--- src/rtl/fft_frame_capture_pkg.sv ---
// Shared types and helpers for the FFT frame capture sink.
// Includes the capture FSM state encoding and the readback word-address width.
package fft_frame_capture_pkg;

  typedef enum logic [1:0] {
    ST_IDLE   = 2'd0,
    ST_RECV   = 2'd1,
    ST_DRAIN  = 2'd2,
    ST_COMMIT = 2'd3
  } cap_state_e;

  // Word address covers RE and IM of every sample: 2*NFFT words.
  function automatic int word_addr_w(input int nfft);
    return $clog2(2 * nfft);
  endfunction

endpackage

--- src/rtl/fft_frame_capture_bank_ram.sv ---
// One capture bank: NFFT entries of {IM,RE}, written a whole beat at a time,
// read asynchronously as DATA_W words (even address = RE, odd = IM).
module fft_frame_capture_bank_ram
  import fft_frame_capture_pkg::*;
#(
  parameter int NFFT   = 8,
  parameter int DATA_W = 32
) (
  input  logic                           clk,
  input  logic                           we,
  input  logic [$clog2(NFFT)-1:0]        waddr,
  input  logic [2*DATA_W-1:0]            wdata,
  input  logic [word_addr_w(NFFT)-1:0]   raddr,
  output logic [DATA_W-1:0]              rdata
);

  localparam int AW = word_addr_w(NFFT);

  logic [2*DATA_W-1:0] mem_q [NFFT];
  logic [2*DATA_W-1:0] entry;

  always_ff @(posedge clk) begin
    if (we) begin
      mem_q[waddr] <= wdata;
    end
  end

  assign entry = mem_q[raddr[AW-1:1]];
  assign rdata = raddr[0] ? entry[2*DATA_W-1:DATA_W] : entry[DATA_W-1:0];

endmodule

--- src/rtl/fft_frame_capture.sv ---
// Double-buffered AXI-Stream sink for FFT frames: fills one bank while the host
// reads the other, commits only full frames and flags tlast framing errors.
module fft_frame_capture
  import fft_frame_capture_pkg::*;
#(
  parameter int NFFT   = 8,
  parameter int DATA_W = 32,
  parameter int CNT_W  = 16
) (
  input  logic                          clk,
  input  logic                          resetn,
  output logic                          s_tready,
  input  logic                          s_tvalid,
  input  logic                          s_tlast,
  input  logic [2*DATA_W-1:0]           s_tdata,
  input  logic                          rd_bank,
  input  logic [word_addr_w(NFFT)-1:0]  rAddr,
  output logic [DATA_W-1:0]             rData,
  input  logic                          rd_release,
  output logic [1:0]                    bank_valid,
  output logic                          received,
  output logic                          frame_err,
  input  logic                          err_clr,
  output logic [CNT_W-1:0]              frame_count
);

  localparam int IDX_W = $clog2(NFFT);

  cap_state_e       state_q, state_d;
  logic             wr_bank_q, wr_bank_d;
  logic [IDX_W-1:0] idx_q, idx_d;
  logic [1:0]       bank_valid_q, bank_valid_d;
  logic             frame_err_q, frame_err_d;
  logic [CNT_W-1:0] frame_count_q, frame_count_d;
  logic             beat;
  logic             we;
  logic             err_set;

  assign s_tready = (state_q == ST_RECV) || (state_q == ST_DRAIN);
  assign beat     = s_tvalid && s_tready;

  always_comb begin
    state_d       = state_q;
    wr_bank_d     = wr_bank_q;
    idx_d         = idx_q;
    bank_valid_d  = bank_valid_q;
    frame_count_d = frame_count_q;
    we            = 1'b0;
    err_set       = 1'b0;

    if (rd_release) begin
      bank_valid_d[rd_bank] = 1'b0;
    end

    unique case (state_q)
      ST_IDLE: begin
        if (!bank_valid_q[wr_bank_q]) begin
          state_d = ST_RECV;
          idx_d   = '0;
        end
      end
      ST_RECV: begin
        if (beat) begin
          we = 1'b1;
          if (idx_q == IDX_W'(NFFT - 1)) begin
            idx_d = '0;
            if (s_tlast) begin
              state_d = ST_COMMIT;
            end else begin
              err_set = 1'b1;
              state_d = ST_DRAIN;
            end
          end else if (s_tlast) begin
            // Short frame: drop it and refill the same bank.
            err_set = 1'b1;
            idx_d   = '0;
            state_d = ST_IDLE;
          end else begin
            idx_d = idx_q + IDX_W'(1);
          end
        end
      end
      ST_DRAIN: begin
        if (beat && s_tlast) begin
          state_d = ST_COMMIT;
        end
      end
      ST_COMMIT: begin
        bank_valid_d[wr_bank_q] = 1'b1;
        frame_count_d           = frame_count_q + CNT_W'(1);
        wr_bank_d               = ~wr_bank_q;
        state_d                 = ST_IDLE;
      end
      default: state_d = ST_IDLE;
    endcase

    frame_err_d = err_set ? 1'b1 : (err_clr ? 1'b0 : frame_err_q);
  end

  always_ff @(posedge clk or negedge resetn) begin
    if (!resetn) begin
      state_q       <= ST_IDLE;
      wr_bank_q     <= 1'b0;
      idx_q         <= '0;
      bank_valid_q  <= 2'b00;
      frame_err_q   <= 1'b0;
      frame_count_q <= '0;
    end else begin
      state_q       <= state_d;
      wr_bank_q     <= wr_bank_d;
      idx_q         <= idx_d;
      bank_valid_q  <= bank_valid_d;
      frame_err_q   <= frame_err_d;
      frame_count_q <= frame_count_d;
    end
  end

  // The committing bank is reported valid already during the COMMIT cycle.
  assign bank_valid  = bank_valid_q |
                       ((state_q == ST_COMMIT) ? (2'b01 << wr_bank_q) : 2'b00);
  assign received    = (state_q == ST_COMMIT);
  assign frame_err   = frame_err_q;
  assign frame_count = frame_count_q;

  logic [DATA_W-1:0] bank_rdata [2];

  generate
    for (genvar gi = 0; gi < 2; gi++) begin : g_bank
      fft_frame_capture_bank_ram #(
        .NFFT   (NFFT),
        .DATA_W (DATA_W)
      ) u_ram (
        .clk   (clk),
        .we    (we && (wr_bank_q == gi[0])),
        .waddr (idx_q),
        .wdata (s_tdata),
        .raddr (rAddr),
        .rdata (bank_rdata[gi])
      );
    end
  endgenerate

  assign rData = bank_rdata[rd_bank];

endmodule
--- config.mk ---
export PLATFORM = sky130hd
export DESIGN_NAME = fft_frame_capture
export DESIGN_NICKNAME = d
export VERILOG_FILES = /design/src/rtl/fft_frame_capture_pkg.sv /design/src/rtl/fft_frame_capture_bank_ram.sv /design/src/rtl/fft_frame_capture.sv
export SDC_FILE = /design/constraint.sdc
export NUM_CORES = 1
export LEC_CHECK = 0
export BUFFER_PORTS_ARGS = -buffer_cell sky130_fd_sc_hd__buf_2
export CORE_ASPECT_RATIO = 1.25
export CORE_MARGIN = 1
export CORE_UTILIZATION = 50
export CTS_CLUSTER_DIAMETER = 60
export DETAILED_ROUTE_END_ITERATION = 8
export PLACE_DENSITY = 0.69
export SYNTH_ARGS = -nofsm -noshare
export SYNTH_HDL_FRONTEND = slang
export SYNTH_SLANG_ARGS = --single-unit
--- constraint.sdc ---
create_clock -name clk -period 5.9 [get_ports clk]
set_input_delay 0.295 -clock clk [delete_from_list [all_inputs] [get_ports clk]]
set_output_delay 0.295 -clock clk [all_outputs]
set_load 0.02 [all_outputs]
* Word-level counts from Yosys, hierarchy flattened
Memory sizes are Yosys's and may differ from the RTL's.
Cells that the tools add are included.
** Word-level totals
- Register bits :: 25
- Memory bits (writable) :: 1024
- Logic and storage cells :: 81
- Memories :: 2
** Cells by class
- Add/subtract/negate cells :: 2
- $lt $le $gt $ge :: 5
- Eq/ne operators :: 8
- Shift operators :: 1
- Multiplexer cells :: 39
- Bitwise gates (word level) :: 6
- Reductions and logical operators :: 12
** Memory list
- g_bank[0].u_ram.mem_q :: depth 8, width 64, read ports 1, clocked after memory_dff 0, write ports 1, RTL line fft_frame_capture_bank_ram.sv:19 : logic [2*DATA_W-1:0] mem_q [NFFT];
- g_bank[1].u_ram.mem_q :: depth 8, width 64, read ports 1, clocked after memory_dff 0, write ports 1, RTL line fft_frame_capture_bank_ram.sv:19
** Operators with widths (count)
- $mux W32 :: 5
- $mux W1 :: 18
- $add A16 B1 Y16 const B :: 1
- $mux W2 :: 8
- $mux W3 :: 4
- $pmux W2 S4 :: 1
- $logic_and A1 B1 Y1 :: 6
- $pmux W3 S2 :: 1
- $eq A2 B2 Y1 const B :: 2
- $lt A1 B2 Y1 const B :: 2
- $ne A2 B2 Y1 const B :: 2
- $or A2 B2 Y2 :: 2
- $reduce_and A4 Y1 :: 1
- $reduce_bool A2 Y1 :: 2
- $add A3 B1 Y3 const B :: 1
- $eq A3 B3 Y1 const B :: 1
- $ne A3 B2 Y1 const B :: 1
- $reduce_and A3 Y1 :: 1
- $and A2 B2 Y2 :: 1
- $demux W1 S1 :: 2
- $eq A2 B1 Y1 const B :: 1
- $ge A1 B1 Y1 const B :: 2
- $ge A2 B2 Y1 const B :: 1
- $logic_not A2 Y1 :: 1
- other kinds (6) :: 6

* Logic depth before layout (Yosys ltp)
- Depth after elaboration :: 9
- Mapped depth :: 8
- Depth with buffers taken out :: 7

* Modules after synthesis
Synthesis repeated with hierarchy kept, for this count alone.
** Unflattened totals
- Cell total of the unflattened synthesis :: 1742
- Area total of the unflattened synthesis :: 39970.8 um2
** Modules (own cells, without submodules)
- fft_frame_capture_bank_ram :: instances 2, cells each 796, area each 19143.4 um2, sequential area each 15374.7 um2
- fft_frame_capture :: instances 1, cells each 150, area each 1684.1 um2, sequential area each 625.6 um2

* Worst setup path after synthesis
OpenSTA, ideal clock, no wires.
- Path type :: register to register
- Start :: register state_q[0]
- End :: memory g_bank[0].u_ram.mem_q[2][0] in the netlist's numbering (enable)
- Library setup time :: 0.565 ns
- Arrival :: 5.755 ns
- Data required time :: 5.335 ns
- Slack :: -0.420 ns
- Stages on the path, launching flop included :: 7
- Clock period less this slack :: 6.320 ns
- Cell sequence :: dfrtp_1 -> inv_1 -> ha_1 -> and3_1 -> nor2b_1 -> nand2_1 -> nor3_1
** Between the ends
- Longest elaborated chain between the ends :: 8
- Elaborated cells between the ends (all ways) :: 9
- Those cells by class :: eq/ne (2); mux (4); reduce/logical (3)
** RTL lines
- start, declared :: RTL line fft_frame_capture.sv:29 : cap_state_e state_q, state_d;
- start signal, assigned :: RTL line fft_frame_capture.sv:109 : state_q <= state_d;
- $eq A2 B1 Y1 / $eq A2 B2 Y1 (equally long branches) :: RTL line fft_frame_capture.sv:39 : assign s_tready = (state_q == ST_RECV) || (state_q == ST_DRAIN);
- $logic_or A1 B1 Y1 (*) :: RTL line fft_frame_capture.sv:39
- via s_tready :: RTL line fft_frame_capture.sv:12 : output logic s_tready,
- $logic_and A1 B1 Y1 (*) :: RTL line fft_frame_capture.sv:40 : assign beat = s_tvalid && s_tready;
- $mux W1 (*) :: RTL line fft_frame_capture.sv:63 : if (beat) begin
- $mux W1 (*) :: RTL line fft_frame_capture.sv:55 : unique case (state_q)
- $logic_and A1 B1 Y1 (*) :: RTL line fft_frame_capture.sv:134 : .we (we && (wr_bank_q == gi[0])),
- $mux W1 (*) :: RTL line fft_frame_capture_bank_ram.sv:23 : if (we) begin
- $mux W1 (not written as such) (*) :: RTL line fft_frame_capture_bank_ram.sv:24 : mem_q[waddr] <= wdata;
- end, declared :: RTL line fft_frame_capture_bank_ram.sv:19
The timed path passes the listed nets; every way through them passes the cells marked *.

* Worst setup path after layout
- Start :: register state_q[0]
- End :: memory g_bank[1].u_ram.mem_q[7][18] in the netlist's numbering (enable)
** Between the ends
- Longest elaborated chain between the ends :: 8
- Elaborated cells between the ends (all ways) :: 9
- Those cells by class :: eq/ne (2); mux (4); reduce/logical (3)
** RTL lines (RTL line)
- $eq A2 B1 Y1 / $eq A2 B2 Y1 (equally long branches) :: fft_frame_capture.sv:39, fft_frame_capture.sv:55
- $logic_or A1 B1 Y1 :: fft_frame_capture.sv:39
- $logic_and A1 B1 Y1 :: fft_frame_capture.sv:40
- $mux W1 :: fft_frame_capture.sv:63
- $mux W1 (*) :: fft_frame_capture.sv:55
- $logic_and A1 B1 Y1 (*) :: fft_frame_capture.sv:134
- $mux W1 (*) :: fft_frame_capture_bank_ram.sv:23
- $mux W1 (not written as such) (*) :: fft_frame_capture_bank_ram.sv:24
- end, declared :: fft_frame_capture_bank_ram.sv:19
Mark *: on every way between the ends. The rest lies on a longest branch, timed or not.

==> reports/results.ini <==
[pwr]
p_int_mw=12.31
comb_power_share_pct=6.6
p_clk_share_pct=39.8
swShare_pct=21.85
ir_drop_uv=232.2
cellLeakagePower_nw=16.43
total_power_mw=15.74
p_switching_mw=3.440
p_per_area_mw_per_mm2=338.6
seq_power_share_pct=53.5

[clock_tree]
clock_sinks=1049
cts_buffer_depth=3
cts_tree=built
root_buffer=clkbuf_16
cts_setup_buffers=0
cts_buffers=99
clk_pin_slew_worst_paths_ns=0.06
htree_levels=3
clk_latency_ns=0.68

[synth]
synth_nets=2400
ys_seq_area_share_pct=76.55
synth_warnings=0
mappedNetlistArea_sq_mm=0.04099
syn_avg_cell_area_sq_um=17.70
ys_seq_elements=1049
netlist_instances=2316
yosys_most_used_dff=edfxtp_1
synth-async-reset-ratio_pct=2.383
yosysUniqueCellTypes=33
synth-edff-count=1024

[timing]
worstMarginPinSlew_ns=1.230
fin_ws_ns=2.419
setup_violations=0
slew_headroom_pct=18.03
fin_crit_ns=3.481
timing.hold.ws_ns=0.03106
timing.setup.tns_ns=0
drv_slew=0
hold_viol_final=0
fin_skew_ns=0.02767
rsz0062_at_grt=no
fmax_ghz=0.2873
fin_crit_sh_pct=58.99

[setup_path]
crit_type=reg2reg
required_ns=6.17
crit_fanout=47
cp-end-kind=register
critical_path_arrival_ns=3.76
cp-start-kind=register

[global_routing]
grt_max_degree=129
grt_pass1_wl_mm=134.6
antenna_found_initial=2
globalRouteTotalUtil_pct=21.61
grt.overflow.total=0
grt_pass1_vias=22000

[place]
gp_congestion=0.7667
placedCellCount=3431
pre_cts_ws_ns=2.439
port_buffers=127
dpl.hpwl_mm=46.33

[detailed_routing]
drt_wl_total_mm=89.81
dr.pass1.iters=7
drt_iter0_markers=1855
via_per_inst=5.896
wire_per_inst_microns=24.55
vias=21570
ant_nets=0
drc_errors=0

[cells_and_area]
area_growth_pct=13.44
layout-drive-gt1-share_pct=13.31
nets=2589
final_cells=3658
nFillCells=5978

[floorplanning]
start_util_pct=50.45
num_rows=117
die_w_microns=258.1
core_area_sq_mm=0.08125
die_h_microns=322.1
dieArea_sq_mm=0.08313
io-pin-count=128

[outcome]
status=finished clean

[hold_path]
hold_class=in2reg

[flow_run]
cap_violations=0

[placed cells by master, fill, tap and decap left out, drive strengths merged, types with 2 or more instances in the layout]
cell type    instances
dfrtp               25
a22oi               97
clkinv              43
nand4                5
xnor2               13
diode                2
nor3                36
buf                173
nor2b                3
nand2              111
nand3              106
bufinv              10
mux2i              513
dlygate4sd3         44
inv                 16
a22o                65
xor2                 3
and3                 3
mux2                 2
ha                   9
nand2b               4
o21ai                6
a31oi               33
edfxtp            1024
and4                 4
a21oi               99
nor2                13
clkinvlp             3
clkbuf             117
[path summary, 6_finish.rpt]
path                                 start                      endpoint  slack (ns)  cells past startpoint
hold / removal                  s_tdata[6]   g_bank[0].u_ram.mem_q[5][6]        0.03                      1
min in group asynchronous           resetn                frame_count[5]        0.18                      2
setup / recovery                state_q[0]  g_bank[1].u_ram.mem_q[7][18]        2.42                      6
hold reg to reg            frame_count[15]               frame_count[15]        0.48                      1
max in group asynchronous           resetn                    state_q[0]        5.31                      2
setup reg to reg                state_q[0]  g_bank[1].u_ram.mem_q[7][18]        2.42                      6
[final cells by class]
cell class	instances	area, sq um	area share (%)
antenna	2	5.005	0.01076
tap	1071	1340	2.882
inverter	8	30.03	0.06459
timing repair buffer	217	1582	3.402
sequential	1049	31380	67.48
clock buffer	117	2609	5.611
multi-input combinational	1130	8947	19.24
clock inverter	64	606.8	1.305
[routing by layer]
| metal | wire [microns] | global-route usage (%) | share of wire [%] |
|---|---|---|---|
| met1 | 37160 | 28.37 | 41 |
| met2 | 45310 | 37.00 | 50 |
| met3 | 5037 | 2.959 | 5.6 |
| met4 | 2287 | 7.469 | 2.5 |
| met5 | 8 | 0 | 0.0089 |
[through the flow]
stage	instance area, sq um	utilization (%)
final	46490	57.23
after global routing	46490	57.22
after CTS	46490	57.22
after detailed placement	42830	52.72
after global placement	42830	52.72
after floorplan	41010	-
[power groups by stage]
stage	Combinational [mW]	Sequential [mW]	Clock (mW)
finish	1.04	8.43	6.27
global route	1.12	8.44	6.64
CTS	1.05	8.43	6.37
detailed placement	1.02	8.58	0
global placement	0.985	8.58	0
floorplan	0.612	8.59	0
[synth_stat cells, drive strengths merged (2+ instances only)]
cell | instances | area share (%)
edfxtp | 1024 | 75
mux2i | 513 | 13
nand2 | 111 | 1.0
nand3 | 106 | 1.3
a21oi | 99 | 1.2
a22oi | 97 | 1.8
buf | 89 | 1.6
a22o | 65 | 1.4
clkbuf | 40 | 0.38
nor3 | 36 | 0.44
a31oi | 33 | 0.50
dfrtp | 25 | 1.5
nor2 | 13 | 0.12
xnor2 | 13 | 0.28
ha | 9 | 0.27
inv | 8 | 0.073
o21ai | 6 | 0.073
nand4 | 5 | 0.076
and4 | 4 | 0.085
nand2b | 4 | 0.061
and3 | 3 | 0.046
nor2b | 3 | 0.046
xor2 | 3 | 0.064
mux2 | 2 | 0.055
[flip-flops by register name (all words and copies together), names as in the netlist, named ones only]
register / count
state_q: 1
idx_q: 3
frame_count: 16
wr_bank_q: 1
bank_valid_q: 2
frame_err: 1
g_bank.u_ram.mem_q: 1024
[worst max-delay path, cell delays in order, from the launching register on]
cell and delay [ns]:
dfrtp_1 0.39, inv_1 0.11, ha_1 0.36, and3_1 0.29, nand3_1 0.37, nor2_4 0.68
buf_4 0.83
[cell families after synthesis]
logic type      count (synthesis)  share of synthesized area, %
compound gates                302                         4.988
xor+xnor                       16                        0.3419
fa+ha+maj                       9                        0.2748
buf+inv                       137                         2.027
flops                        1049                         76.55
mux                           515                         12.58
simple gates                  288                         3.233
[repair_timing]
item / CTS / global route
hold buffers: 44 / 0
hold endpoints to repair: 558 / 0
resized for setup: 0 / 0
(Power assumes the default switching activity.)
